===== src/rtl/prog_loader_if.sv =====
// rtl/prog_loader_if.sv - byte-stream handshake bundle feeding the program loader
//
// in_valid : source has a byte on in_byte
// in_ready : loader accepts the byte on this posedge
// in_byte  : stream byte
// master = byte source, slave = loader
interface prog_loader_if;
    logic       in_valid;
    logic       in_ready;
    logic [7:0] in_byte;

    modport master (output in_valid, output in_byte, input in_ready);
    modport slave  (input in_valid, input in_byte, output in_ready);
endinterface


===== src/rtl/prog_loader.sv =====
// rtl/prog_loader.sv - framed byte-stream program loader writing 16-bit words into RAM
//
// clk, rst_n           : clock, synchronous active-low reset
// in_s                 : byte stream (in_valid/in_ready/in_byte)
// ram_addr/ram_wdata   : registered write address/data, stable during the write cycle
// ram_cs/ram_we/ram_oe : RAM strobes; cs/we high for exactly one cycle per word, oe tied 0
// busy                 : loader owns the RAM port
// cpu_start/start_pc   : one-cycle start pulse and entry PC after a good checksum
// done/err             : sticky success / failure flags
module prog_loader #(
    parameter int ADDR_WIDTH = 12,
    parameter int DATA_WIDTH = 16
) (
    input  logic                  clk,
    input  logic                  rst_n,
    prog_loader_if.slave          in_s,
    output logic [ADDR_WIDTH-1:0] ram_addr,
    output logic [DATA_WIDTH-1:0] ram_wdata,
    output logic                  ram_cs,
    output logic                  ram_we,
    output logic                  ram_oe,
    output logic                  busy,
    output logic                  cpu_start,
    output logic [ADDR_WIDTH-1:0] start_pc,
    output logic                  done,
    output logic                  err
);

    typedef enum logic [3:0] {
        S_ADDR_HI, S_ADDR_LO, S_CNT_HI, S_CNT_LO,
        S_DATA_HI, S_DATA_LO, S_WRITE, S_CSUM,
        S_DONE, S_ERR
    } state_t;

    state_t                state_q, state_d;
    logic [7:0]            addr_hi_q;
    logic [7:0]            cnt_hi_q;
    logic [7:0]            data_hi_q;
    logic [7:0]            xor_q;
    logic [15:0]           remaining_q;
    logic [ADDR_WIDTH-1:0] load_addr_q;
    logic [ADDR_WIDTH-1:0] wr_ptr_q;
    logic                  accept;
    logic [15:0]           addr_full;
    logic [15:0]           cnt_full;

    assign addr_full = {addr_hi_q, in_s.in_byte};
    assign cnt_full  = {cnt_hi_q, in_s.in_byte};
    assign accept    = in_s.in_valid && in_s.in_ready;

    always_comb begin
        state_d     = state_q;
        in_s.in_ready = 1'b0;
        ram_cs      = 1'b0;
        ram_we      = 1'b0;
        ram_oe      = 1'b0;
        busy        = 1'b1;
        case (state_q)
            S_ADDR_HI: begin
                in_s.in_ready = rst_n;
                if (accept) state_d = S_ADDR_LO;
            end
            S_ADDR_LO: begin
                in_s.in_ready = rst_n;
                if (accept) state_d = in_s.in_byte[0] ? S_ERR : S_CNT_HI;
            end
            S_CNT_HI: begin
                in_s.in_ready = rst_n;
                if (accept) state_d = S_CNT_LO;
            end
            S_CNT_LO: begin
                in_s.in_ready = rst_n;
                if (accept) state_d = (cnt_full == 16'd0) ? S_CSUM : S_DATA_HI;
            end
            S_DATA_HI: begin
                in_s.in_ready = rst_n;
                if (accept) state_d = S_DATA_LO;
            end
            S_DATA_LO: begin
                in_s.in_ready = rst_n;
                if (accept) state_d = S_WRITE;
            end
            S_WRITE: begin
                ram_cs  = 1'b1;
                ram_we  = 1'b1;
                state_d = (remaining_q == 16'd1) ? S_CSUM : S_DATA_HI;
            end
            S_CSUM: begin
                in_s.in_ready = rst_n;
                if (accept) state_d = (in_s.in_byte == xor_q) ? S_DONE : S_ERR;
            end
            S_DONE:  busy = 1'b0;
            S_ERR:   busy = 1'b0;
            default: state_d = S_ADDR_HI;
        endcase
    end

    always_ff @(posedge clk) begin
        if (!rst_n) begin
            state_q     <= S_ADDR_HI;
            addr_hi_q   <= '0;
            cnt_hi_q    <= '0;
            data_hi_q   <= '0;
            xor_q       <= '0;
            remaining_q <= '0;
            load_addr_q <= '0;
            wr_ptr_q    <= '0;
            ram_addr    <= '0;
            ram_wdata   <= '0;
            cpu_start   <= 1'b0;
            start_pc    <= '0;
            done        <= 1'b0;
            err         <= 1'b0;
        end else begin
            state_q   <= state_d;
            cpu_start <= 1'b0;

            // Checksum restarts at the frame head; the CSUM byte itself is excluded.
            if (state_q == S_ADDR_HI)
                xor_q <= accept ? in_s.in_byte : 8'h00;
            else if (accept && state_q != S_CSUM)
                xor_q <= xor_q ^ in_s.in_byte;

            if (accept) begin
                case (state_q)
                    S_ADDR_HI: addr_hi_q <= in_s.in_byte;
                    S_ADDR_LO: begin
                        load_addr_q <= addr_full[ADDR_WIDTH-1:0];
                        wr_ptr_q    <= addr_full[ADDR_WIDTH-1:0];
                    end
                    S_CNT_HI:  cnt_hi_q    <= in_s.in_byte;
                    S_CNT_LO:  remaining_q <= cnt_full;
                    S_DATA_HI: data_hi_q   <= in_s.in_byte;
                    S_DATA_LO: begin
                        ram_addr  <= wr_ptr_q;
                        ram_wdata <= {data_hi_q, in_s.in_byte};
                    end
                    default: ;
                endcase
            end

            if (state_q == S_WRITE) begin
                wr_ptr_q    <= wr_ptr_q + ADDR_WIDTH'(2);
                remaining_q <= remaining_q - 16'd1;
            end

            if (state_d == S_DONE && state_q != S_DONE) begin
                cpu_start <= 1'b1;
                done      <= 1'b1;
                start_pc  <= load_addr_q;
            end

            if (state_d == S_ERR && state_q != S_ERR)
                err <= 1'b1;
        end
    end

endmodule


===== src/flat_wrapper.sv =====
// flat-port wrapper written by rule: the top's interface ports become plain ports
module prog_loader_flat 
#(
    parameter int ADDR_WIDTH = 12,
    parameter int DATA_WIDTH = 16
)
  (clk, rst_n, ram_addr, ram_wdata, ram_cs, ram_we, ram_oe, busy, cpu_start, start_pc, done, err, in_s_in_valid, in_s_in_byte, in_s_in_ready);
  prog_loader_if in_s_i ();
  input  logic clk;
  input  logic rst_n;
  output logic [ADDR_WIDTH-1:0] ram_addr;
  output logic [DATA_WIDTH-1:0] ram_wdata;
  output logic ram_cs;
  output logic ram_we;
  output logic ram_oe;
  output logic busy;
  output logic cpu_start;
  output logic [ADDR_WIDTH-1:0] start_pc;
  output logic done;
  output logic err;
  input wire logic [$bits(in_s_i.in_valid)-1:0] in_s_in_valid;
  input wire logic [$bits(in_s_i.in_byte)-1:0] in_s_in_byte;
  output wire logic [$bits(in_s_i.in_ready)-1:0] in_s_in_ready;
  assign in_s_i.in_valid = in_s_in_valid;
  assign in_s_i.in_byte = in_s_in_byte;
  assign in_s_in_ready = in_s_i.in_ready;
  prog_loader #(.ADDR_WIDTH(ADDR_WIDTH), .DATA_WIDTH(DATA_WIDTH)) u_core (.clk(clk), .rst_n(rst_n), .in_s(in_s_i), .ram_addr(ram_addr), .ram_wdata(ram_wdata), .ram_cs(ram_cs), .ram_we(ram_we), .ram_oe(ram_oe), .busy(busy), .cpu_start(cpu_start), .start_pc(start_pc), .done(done), .err(err));
endmodule

===== config.mk =====
export PLATFORM = sky130hd
export DESIGN_NAME = prog_loader_flat
export DESIGN_NICKNAME = d
export VERILOG_FILES = /design/src/rtl/prog_loader_if.sv /design/src/rtl/prog_loader.sv /design/src/flat_wrapper.sv
export SDC_FILE = /design/constraint.sdc
export NUM_CORES = 1
export LEC_CHECK = 0
export ABC_CLOCK_PERIOD_IN_PS = 2100
export CORE_MARGIN = 1.5
export CORE_UTILIZATION = 56
export DETAILED_ROUTE_END_ITERATION = 10
export PLACE_DENSITY = 0.8
export SYNTH_ARGS = -nofsm -noshare
export SYNTH_HDL_FRONTEND = slang
export SYNTH_SLANG_ARGS = --single-unit

===== constraint.sdc =====
create_clock -name clk -period 2.1 [get_ports clk]
set_input_delay 0.42 -clock clk [delete_from_list [all_inputs] [get_ports clk]]
set_output_delay 0.42 -clock clk [all_outputs]
set_load 0.02 [all_outputs]

==> results of run 1 <==
[metal layers]
metal / up-vias / wire [um] / share of wire [%] / global-route usage (%)
met5: - / 0 / 0 / 0
met4: 0 / 250 / 1.8 / 11.21
met3: 32 / 1004 / 7.1 / 6.241
met2: 232 / 6733 / 48 / 49.79
met1: 2378 / 6103 / 43 / 38.88
li1: 2336 / - / - / -
[layout make-up]
cell class | count | area [um2]
well taps | 108 | 135.1
repair buffers | 110 | 1021
fillers | 621 | 2112
flip-flops and latches | 115 | 2302
clock inverters | 12 | 178.9
inverters | 11 | 41.29
multi-input cells | 446 | 2580
clock buffers | 20 | 435.4
[cell usage after synthesis (4+ instances only)]
cell type / number
sky130_fd_sc_hd__nand2_1: 122
sky130_fd_sc_hd__dfxtp_1: 115
sky130_fd_sc_hd__a21oi_1: 66
sky130_fd_sc_hd__nor2_1: 61
sky130_fd_sc_hd__mux2i_1: 34
sky130_fd_sc_hd__clkbuf_1: 23
sky130_fd_sc_hd__o21ai_0: 21
sky130_fd_sc_hd__buf_2: 19
sky130_fd_sc_hd__a31oi_1: 13
sky130_fd_sc_hd__o211ai_1: 12
sky130_fd_sc_hd__nor4_1: 11
sky130_fd_sc_hd__inv_1: 10
sky130_fd_sc_hd__nand3_1: 10
sky130_fd_sc_hd__xor2_1: 10
sky130_fd_sc_hd__nand4_1: 8
sky130_fd_sc_hd__nor3_1: 5
sky130_fd_sc_hd__a211oi_1: 4
sky130_fd_sc_hd__buf_4: 4
sky130_fd_sc_hd__nand2b_1: 4
sky130_fd_sc_hd__o31ai_1: 4
[through the flow]
stage                     hold slack (ps)  cell area, um2  power, mW  util (%)
final                               451.0            6694      5.647     76.02
after global routing                475.2            6694      5.810     76.02
after CTS                           455.9            6685      5.648     75.92
after detailed placement            443.4            6066      2.685     68.88
after global placement              433.8            6066      2.673     68.88
after floorplan                     427.6            5129      2.538         -
[how the worst max path moves through the flow]
stage / from / end / cells past startpoint
2_1_floorplan: u_core.state_q[2]$_SDFF_PN0_ / ram_we / 6
3_3_place_gp: in_s_in_byte[4] / u_core.state_q[1]$_SDFF_PN0_ / 7
3_5_place_dp: in_s_in_byte[4] / u_core.state_q[1]$_SDFF_PN0_ / 7
4_1_cts: u_core.state_q[0]$_SDFF_PN0_ / in_s_in_ready / 4
5_1_grt: u_core.state_q[3]$_SDFF_PN0_ / ram_we / 3
6_report: in_s_in_byte[4] / u_core.state_q[1]$_SDFF_PN0_ / 7
[repair_timing]
| item | in CTS | in global routing |
|---|---|---|
| setup endpoints to repair | 5 | 6 |
| pin swaps | 0 | 0 |
| setup buffers | 0 | 0 |
| endpoints found under the hold margin | 0 | 0 |
| gates resized for setup | 7 | 9 |
[worst max-delay path: cells and delay by family]
| kind | cells | cell delay, ps |
|---|---|---|
| AOI/OAI and AO/OA | 2 | 700 |
| and+or+nand+nor | 3 | 670 |
| buffers and inverters | 2 | 700 |
[power groups by stage]
| stage | sequential [mW] | combinational [mW] | clock, mW |
|---|---|---|---|
| after floorplan | 2.29 | 0.245 | 0 |
| final | 2.25 | 0.405 | 2.99 |
| after global routing | 2.26 | 0.437 | 3.11 |
| after CTS | 2.25 | 0.396 | 3.00 |
| after detailed placement | 2.30 | 0.386 | 0 |
| after global placement | 2.30 | 0.377 | 0 |
[layout by cell type, fill, tap and decap left out, drive strengths merged, types with 3 or more instances in the layout]
cell type,n
clkinv,3
clkbuf,21
a221oi,3
a31oi,13
clkdlybuf4s50,53
inv,13
nor4,16
mux2i,34
a22oi,3
clkinvlp,3
buf,53
clkdlybuf4s15,3
o21ai,21
o211ai,12
nor3,7
and3,3
dfxtp,115
nand3,11
nand2,122
xor2,10
nand2b,4
o31ai,4
nand4,8
a21oi,66
nor2,63
ha,3
or4,4
bufinv,4
a211oi,4
and2,3
[logic make-up after synthesis]
family | after synthesis | share of synthesized area, %
and+or+nand+nor | 252 | 23.37
AOI/OAI and AO/OA | 143 | 16.83
DFF | 115 | 44.89
buffers and inverters | 58 | 5.148
muxes | 36 | 7.075
xor gates and xnor gates | 11 | 1.878
adders and majority gates | 3 | 0.7320
other | 1 | 0.07312
[sequential cells by signal, summed over array words and instances (netlist names)]
register / cells
u_core.addr_hi_q: 4
u_core.cnt_hi_q: 8
u_core.cpu_start: 1
u_core.data_hi_q: 8
u_core.done: 1
u_core.err: 1
u_core.load_addr_q: 12
u_core.ram_addr: 12
u_core.ram_wdata: 16
u_core.remaining_q: 16
u_core.start_pc: 12
u_core.state_q: 4
u_core.wr_ptr_q: 12
u_core.xor_q: 8
==> flow_results.xml, run 1 <==
<?xml version="1.0" encoding="UTF-8"?>
<metrics>
  <group name="clock_tree">
    <metric name="clk_path_buf_depth" unit="">2</metric>
    <metric name="worst_setup_hold_path_clk_slew" unit="ps">60</metric>
    <metric name="cts_hold_buf" unit="">0</metric>
    <metric name="clk-insertion-delay-late" unit="ps">520</metric>
    <metric name="tritoncts" unit="">built</metric>
    <metric name="cts_inserted_buffers" unit="">17</metric>
    <metric name="ctsRootBufferMaster" unit="">sky130_fd_sc_hd__clkbuf_8</metric>
    <metric name="cts_max_level" unit="">4</metric>
    <metric name="cts_sinks" unit="">115</metric>
  </group>
  <group name="placed_design">
    <metric name="number_of_input_and_output_port_buffers_inserted" unit="">57</metric>
    <metric name="gp_congestion" unit="">0.9120</metric>
    <metric name="detailedPlacementHpwl" unit="um">9489</metric>
    <metric name="placedCellCount" unit="">790</metric>
    <metric name="place_ws" unit="ps">-526.6</metric>
  </group>
  <group name="drt">
    <metric name="dr_total_vias" unit="">4978</metric>
    <metric name="detail_route.drc_violations" unit="">2</metric>
    <metric name="first_pass_iters" unit="">8</metric>
    <metric name="drt_iter0_drc" unit="">423</metric>
    <metric name="postRouteAntennaNets" unit="">0</metric>
    <metric name="detail_route.vias_per_cell" unit="">6.056</metric>
    <metric name="routed_wl" unit="um">14090</metric>
    <metric name="route.detailed.wl_per_inst" unit="um">17.14</metric>
  </group>
  <group name="floorplan">
    <metric name="start_util" unit="%">58.24</metric>
    <metric name="design.die.area" unit="mm2">0.009742</metric>
    <metric name="die_y" unit="um">98.70</metric>
    <metric name="die_width" unit="um">98.70</metric>
    <metric name="boundaryPins" unit="">59</metric>
    <metric name="core.rowCount" unit="">34</metric>
    <metric name="floorplan_core_area" unit="mm2">0.008806</metric>
  </group>
  <group name="logic_synthesis">
    <metric name="number_of_synthesized_flops_with_an_enable_pin" unit="">0</metric>
    <metric name="syn-instance-count" unit="">619</metric>
    <metric name="yosys.area.top_type" unit="">sky130_fd_sc_hd__dfxtp_1</metric>
    <metric name="synthDistinctLibCells" unit="">57</metric>
    <metric name="mappedNetlistArea" unit="mm2">0.005129</metric>
    <metric name="synth_flop_cell" unit="">sky130_fd_sc_hd__dfxtp_1</metric>
    <metric name="async_flop_share" unit="%">0</metric>
    <metric name="postSynthNetCount" unit="">633</metric>
    <metric name="yosys_register_bits" unit="">115</metric>
    <metric name="synthDominantCellAreaShare" unit="%">44.89</metric>
    <metric name="synth.yosys.seq_area_share" unit="%">44.89</metric>
    <metric name="count_of_synthesis_stage_warnings_from_yosys" unit="">0</metric>
    <metric name="post_synth.cell_area_avg" unit="um2">8.285</metric>
    <metric name="ys_top_cells_by_area" unit="">sky130_fd_sc_hd__dfxtp_1 45%, sky130_fd_sc_hd__nand2_1 8.9%, sky130_fd_sc_hd__mux2i_1 6.6%</metric>
  </group>
  <group name="grt">
    <metric name="number_of_global_route_vias_before_repair" unit="">4694</metric>
    <metric name="grtUsageTotal" unit="%">30.04</metric>
    <metric name="grt_start_max_net_pins" unit="">49</metric>
    <metric name="overflow" unit="">0</metric>
    <metric name="grt_pass1_wl" unit="um">23140</metric>
    <metric name="number_of_antenna_violations_at_the_first_check_in_global_routing" unit="">0</metric>
  </group>
  <group name="timing">
    <metric name="timing_max_transition_violations_final" unit="">0</metric>
    <metric name="unrepaired_setup_endpoints_after_global_routing" unit="">no</metric>
    <metric name="timing.setup.tns" unit="ps">0</metric>
    <metric name="max_freq" unit="MHz">488.3</metric>
    <metric name="number_of_hold_slack_violations_in_the_final_timing_report" unit="">0</metric>
    <metric name="setup_slack" unit="ps">52.13</metric>
    <metric name="finalClockSkew" unit="ps">4.730</metric>
    <metric name="setup_viol" unit="">0</metric>
    <metric name="timing.final.crit_share" unit="%">97.52</metric>
    <metric name="fin_crit" unit="ps">2048</metric>
  </group>
  <group name="setup_path">
    <metric name="timing.critical_path.arrival" unit="ps">2480</metric>
    <metric name="critPathSlowestCell" unit="">sky130_fd_sc_hd__clkdlybuf4s50_1</metric>
    <metric name="timing.rr.start" unit="">u_core.cnt_hi_q[0]$_SDFFE_PN0P_</metric>
    <metric name="cp_slowest_stage_delay" unit="ps">510</metric>
    <metric name="r2r.worst_path.cells" unit="">6</metric>
    <metric name="ff2ff_setup_slack" unit="ps">170</metric>
    <metric name="timing.critical_path.cells" unit="">clkdlybuf4s50_1 &gt; nor4_2 &gt; nand4_1 &gt; a2111oi_1 &gt; buf_4 &gt; nor2_1 &gt; o31ai_1</metric>
    <metric name="critPathRequiredTime" unit="ps">2530</metric>
    <metric name="critical_path_endpoint_category" unit="">flop</metric>
    <metric name="crit_type" unit="">input port to flop</metric>
    <metric name="timing.critical_path.fanout_max" unit="">4</metric>
    <metric name="startpoint_type" unit="">input port</metric>
    <metric name="r2r-end" unit="">u_core.state_q[1]$_SDFF_PN0_</metric>
  </group>
  <group name="worst_hold_path">
    <metric name="hold_start" unit="">u_core.done$_SDFFE_PN0P_</metric>
    <metric name="end_point_of_the_most_critical_hold_path" unit="">u_core.done$_SDFFE_PN0P_</metric>
    <metric name="hold_path_depth" unit="">1</metric>
    <metric name="worst_hold_path_type" unit="">flop to flop</metric>
  </group>
  <group name="power">
    <metric name="p_leak" unit="nW">2.505</metric>
    <metric name="power.switching_fraction" unit="%">23.18</metric>
    <metric name="power.share.clock" unit="%">52.9</metric>
    <metric name="internal-power" unit="mW">4.338</metric>
    <metric name="power.net_switching" unit="mW">1.309</metric>
    <metric name="power_density" unit="mW/mm2">843.6</metric>
    <metric name="seq_power_share" unit="%">39.9</metric>
    <metric name="irDropWorstVdd" unit="mV">0.5507</metric>
    <metric name="share_of_power_burned_in_combinational_logic" unit="%">7.2</metric>
  </group>
  <group name="outcome">
    <metric name="failed_checks" unit="">design-rule violations</metric>
    <metric name="status" unit="">finished with violations</metric>
  </group>
  <group name="final_layout">
    <metric name="layout_cells_sized_above_1" unit="%">14.71</metric>
    <metric name="nets" unit="">715</metric>
    <metric name="post_layout_nonfiller_instances" unit="">822</metric>
    <metric name="antenna_diodes" unit="">0</metric>
    <metric name="area_delta_synth_final" unit="%">30.52</metric>
  </group>
  <group name="flow_run">
    <metric name="drv_cap" unit="">0</metric>
  </group>
</metrics>
Note: power is estimated with default switching activity, not from simulation.
==> inputs of run 2 (changes only) <==
--- a/config.mk
+++ b/config.mk
@@ -12,2 +12,3 @@
 export PLACE_DENSITY = 0.8
+export SLEW_MARGIN = 20
 export SYNTH_ARGS = -nofsm -noshare
==> constraint.sdc (replaced) <==
create_clock -name clk -period 2.1 [get_ports clk]
set_input_delay 0.315 -clock clk [delete_from_list [all_inputs] [get_ports clk]]
set_output_delay 0.315 -clock clk [all_outputs]
set_load 0.02 [all_outputs]
==> run 2 against run 1 <==
The flow still finishes with violations (design-rule violations). Sequential share of layout area increased by 0.17 points. Non-clock buffer count increased by 2. Via count decreased by 1.6%. Worst hold slack improved by 1.9 ps. Highest routed layer unchanged. First-iteration DRC count decreased by 4.3%. Critical endpoint is now ram_we. Clock power decreased by 5%. Clock skew increased by 1.4 ps. Wire length increased by 0.38%. Maximum frequency about the same. Sequential power about the same. Power decreased by 2.6%. Flip-flop and latch count unchanged.
==> flow_results.xml, run 2 (same netlist as run 1, synthesis figures left out) <==
<?xml version="1.0" encoding="UTF-8"?>
<metrics>
  <group name="grt">
    <metric name="number_of_global_route_vias_before_repair" unit="">4695</metric>
    <metric name="number_of_antenna_violations_at_the_first_check_in_global_routing" unit="">0</metric>
    <metric name="overflow" unit="">0</metric>
    <metric name="grtUsageTotal" unit="%">30.08</metric>
    <metric name="grt_start_max_net_pins" unit="">53</metric>
    <metric name="grt_pass1_wl" unit="um">23290</metric>
  </group>
  <group name="setup_path">
    <metric name="timing.critical_path.arrival" unit="ps">1730</metric>
    <metric name="critPathRequiredTime" unit="ps">1780</metric>
    <metric name="critPathSlowestCell" unit="">sky130_fd_sc_hd__dlygate4sd2_1</metric>
    <metric name="timing.critical_path.fanout_max" unit="">7</metric>
    <metric name="cp_slowest_stage_delay" unit="ps">360</metric>
    <metric name="critical_path_endpoint_category" unit="">output pin</metric>
    <metric name="timing.critical_path.cells" unit="">nand4bb_2 &gt; clkinvlp_4 &gt; dlygate4sd2_1</metric>
    <metric name="crit_type" unit="">flop to output pin</metric>
    <metric name="startpoint_type" unit="">flop</metric>
  </group>
  <group name="drt">
    <metric name="first_pass_iters" unit="">9</metric>
    <metric name="routed_wl" unit="um">14150</metric>
    <metric name="detail_route.vias_per_cell" unit="">5.945</metric>
    <metric name="drt_iter0_drc" unit="">405</metric>
    <metric name="route.detailed.wl_per_inst" unit="um">17.17</metric>
    <metric name="detail_route.drc_violations" unit="">2</metric>
    <metric name="postRouteAntennaNets" unit="">0</metric>
    <metric name="dr_total_vias" unit="">4899</metric>
  </group>
  <group name="outcome">
    <metric name="failed_checks" unit="">design-rule violations</metric>
    <metric name="status" unit="">finished with violations</metric>
  </group>
  <group name="final_layout">
    <metric name="nets" unit="">717</metric>
    <metric name="layout_cells_sized_above_1" unit="%">14.94</metric>
    <metric name="area_delta_synth_final" unit="%">29.86</metric>
    <metric name="filler_cell_count" unit="">606</metric>
    <metric name="seq_area" unit="mm2">0.002302</metric>
    <metric name="post_layout_nonfiller_instances" unit="">824</metric>
    <metric name="layout.cells.most_common_list" unit="">122 x sky130_fd_sc_hd__nand2_1, 115 x sky130_fd_sc_hd__dfxtp_1, 66 x sky130_fd_sc_hd__a21oi_1</metric>
    <metric name="final_util" unit="%">75.63</metric>
    <metric name="layout_top_registers" unit="">u_core.ram_wdata: 16 flops, u_core.remaining_q: 16 flops</metric>
    <metric name="layout_commonest_cell" unit="">sky130_fd_sc_hd__nand2_1</metric>
    <metric name="final_cell_area" unit="mm2">0.006660</metric>
    <metric name="multi_input_comb_area" unit="mm2">0.002576</metric>
    <metric name="antenna_diodes" unit="">0</metric>
  </group>
  <group name="power">
    <metric name="report.power.total" unit="mW">5.502</metric>
    <metric name="power_density" unit="mW/mm2">826.1</metric>
    <metric name="irDropWorstVdd" unit="mV">0.5275</metric>
    <metric name="p_leak" unit="nW">2.497</metric>
  </group>
  <group name="placed_design">
    <metric name="placedCellCount" unit="">792</metric>
    <metric name="detailed_place.area" unit="mm2">0.006068</metric>
    <metric name="number_of_input_and_output_port_buffers_inserted" unit="">57</metric>
    <metric name="gp_congestion" unit="">0.9626</metric>
    <metric name="detailedPlacementHpwl" unit="um">9377</metric>
  </group>
  <group name="floorplan">
    <metric name="die_width" unit="um">98.70</metric>
    <metric name="floorplan_core_area" unit="mm2">0.008806</metric>
    <metric name="design.die.area" unit="mm2">0.009742</metric>
    <metric name="die_y" unit="um">98.70</metric>
    <metric name="start_util" unit="%">58.24</metric>
    <metric name="core.rowCount" unit="">34</metric>
    <metric name="boundaryPins" unit="">59</metric>
  </group>
  <group name="clock_tree">
    <metric name="cts_sinks" unit="">115</metric>
    <metric name="clk_path_buf_depth" unit="">2</metric>
    <metric name="cts_hold_buf" unit="">0</metric>
    <metric name="clk-insertion-delay-late" unit="ps">520</metric>
    <metric name="worst_setup_hold_path_clk_slew" unit="ps">60</metric>
    <metric name="tritoncts" unit="">built</metric>
    <metric name="ctsRootBufferMaster" unit="">sky130_fd_sc_hd__clkbuf_8</metric>
    <metric name="cts_inserted_buffers" unit="">17</metric>
    <metric name="cts_max_level" unit="">4</metric>
  </group>
  <group name="timing">
    <metric name="max_freq" unit="MHz">488.6</metric>
    <metric name="timing.final.crit_share" unit="%">97.45</metric>
    <metric name="timing_max_transition_violations_final" unit="">0</metric>
    <metric name="number_of_hold_slack_violations_in_the_final_timing_report" unit="">0</metric>
    <metric name="finalClockSkew" unit="ps">6.161</metric>
    <metric name="setup_viol" unit="">0</metric>
    <metric name="unrepaired_setup_endpoints_after_global_routing" unit="">no</metric>
    <metric name="fin_crit" unit="ps">2046</metric>
  </group>
  <group name="worst_hold_path">
    <metric name="worst_hold_path_type" unit="">flop to flop</metric>
  </group>
  <group name="flow_run">
    <metric name="drv_cap" unit="">0</metric>
  </group>
</metrics>
[run 2: changes by cell type in the layout (fill, tap and decap cells not counted), sizes merged]
cell / previous run / this run
inv: 13 / 18
clkbuf: 21 / 18
dlygate4sd2: 0 / 3
buf: 53 / 55
bufinv: 4 / 2
clkdlybuf4s15: 3 / 1
clkinvlp: 3 / 2
[run 2: final timing paths]
kind	endpoint	start	slack [ps]	depth (start not counted)
setup reg to reg	u_core.wr_ptr_q[9]$_SDFFE_PN0P_	u_core.state_q[3]$_SDFF_PN0_	130	6
hold reg to reg	u_core.ram_wdata[0]$_SDFFE_PN0P_	u_core.ram_wdata[0]$_SDFFE_PN0P_	450	2
setup / recovery	ram_we	u_core.state_q[3]$_SDFF_PN0_	50	3
hold / removal	u_core.ram_wdata[0]$_SDFFE_PN0P_	u_core.ram_wdata[0]$_SDFFE_PN0P_	450	2
[run 2: repair_timing]
| item | in CTS | in global routing |
|---|---|---|
| gates resized for setup | 5 | 3 |
| setup buffers | 0 | 0 |
| setup endpoints to repair | 4 | 3 |
| endpoints found under the hold margin | 0 | 0 |
| pin swaps | 0 | 1 |
[run 2: routing by layer]
layer | vias up | part of all wire, % | global-route usage, %
li1 | 2338 | - | -
met1 | 2324 | 43 | 39.88
met2 | 207 | 48 | 48.08
met3 | 30 | 7.4 | 6.879
met4 | 0 | 1.9 | 11.54
met5 | - | 0 | 0
[run 2: metrics by stage]
stage	setup WS (ps)	hold slack, ps	setup TNS, ps
after floorplan	300.6	427.6	0
after global placement	-202.7	432.5	-3503
after detailed placement	-280.3	446.1	-6533
after CTS	68.83	454.9	0
after global routing	12.77	470.9	0
final	53.52	452.9	0
[run 2: report_power, final]
part | switching, mW | internal [mW] | leakage, nW
logic | 0.247 | 0.160 | 1.28
clock network | 1.12 | 1.73 | 0.284
registers | 0.0329 | 2.22 | 0.928
total | 1.40 | 4.11 | 2.50
[run 2: final cells by class]
type | instances | share of cell area, %
clock inverter | 14 | 2.499
clock buffer | 18 | 6.275
multi-input combinational | 446 | 38.68
inverter | 11 | 0.6763
sequential | 115 | 34.57
timing repair buffer | 112 | 15.27
tap | 108 | 2.029
[run 2: worst max-delay path: cells and delay by family, from the launching register on]
kind	cells	cell delay, ps
buf+inv	2	590
flops	1	320
simple gates	1	290
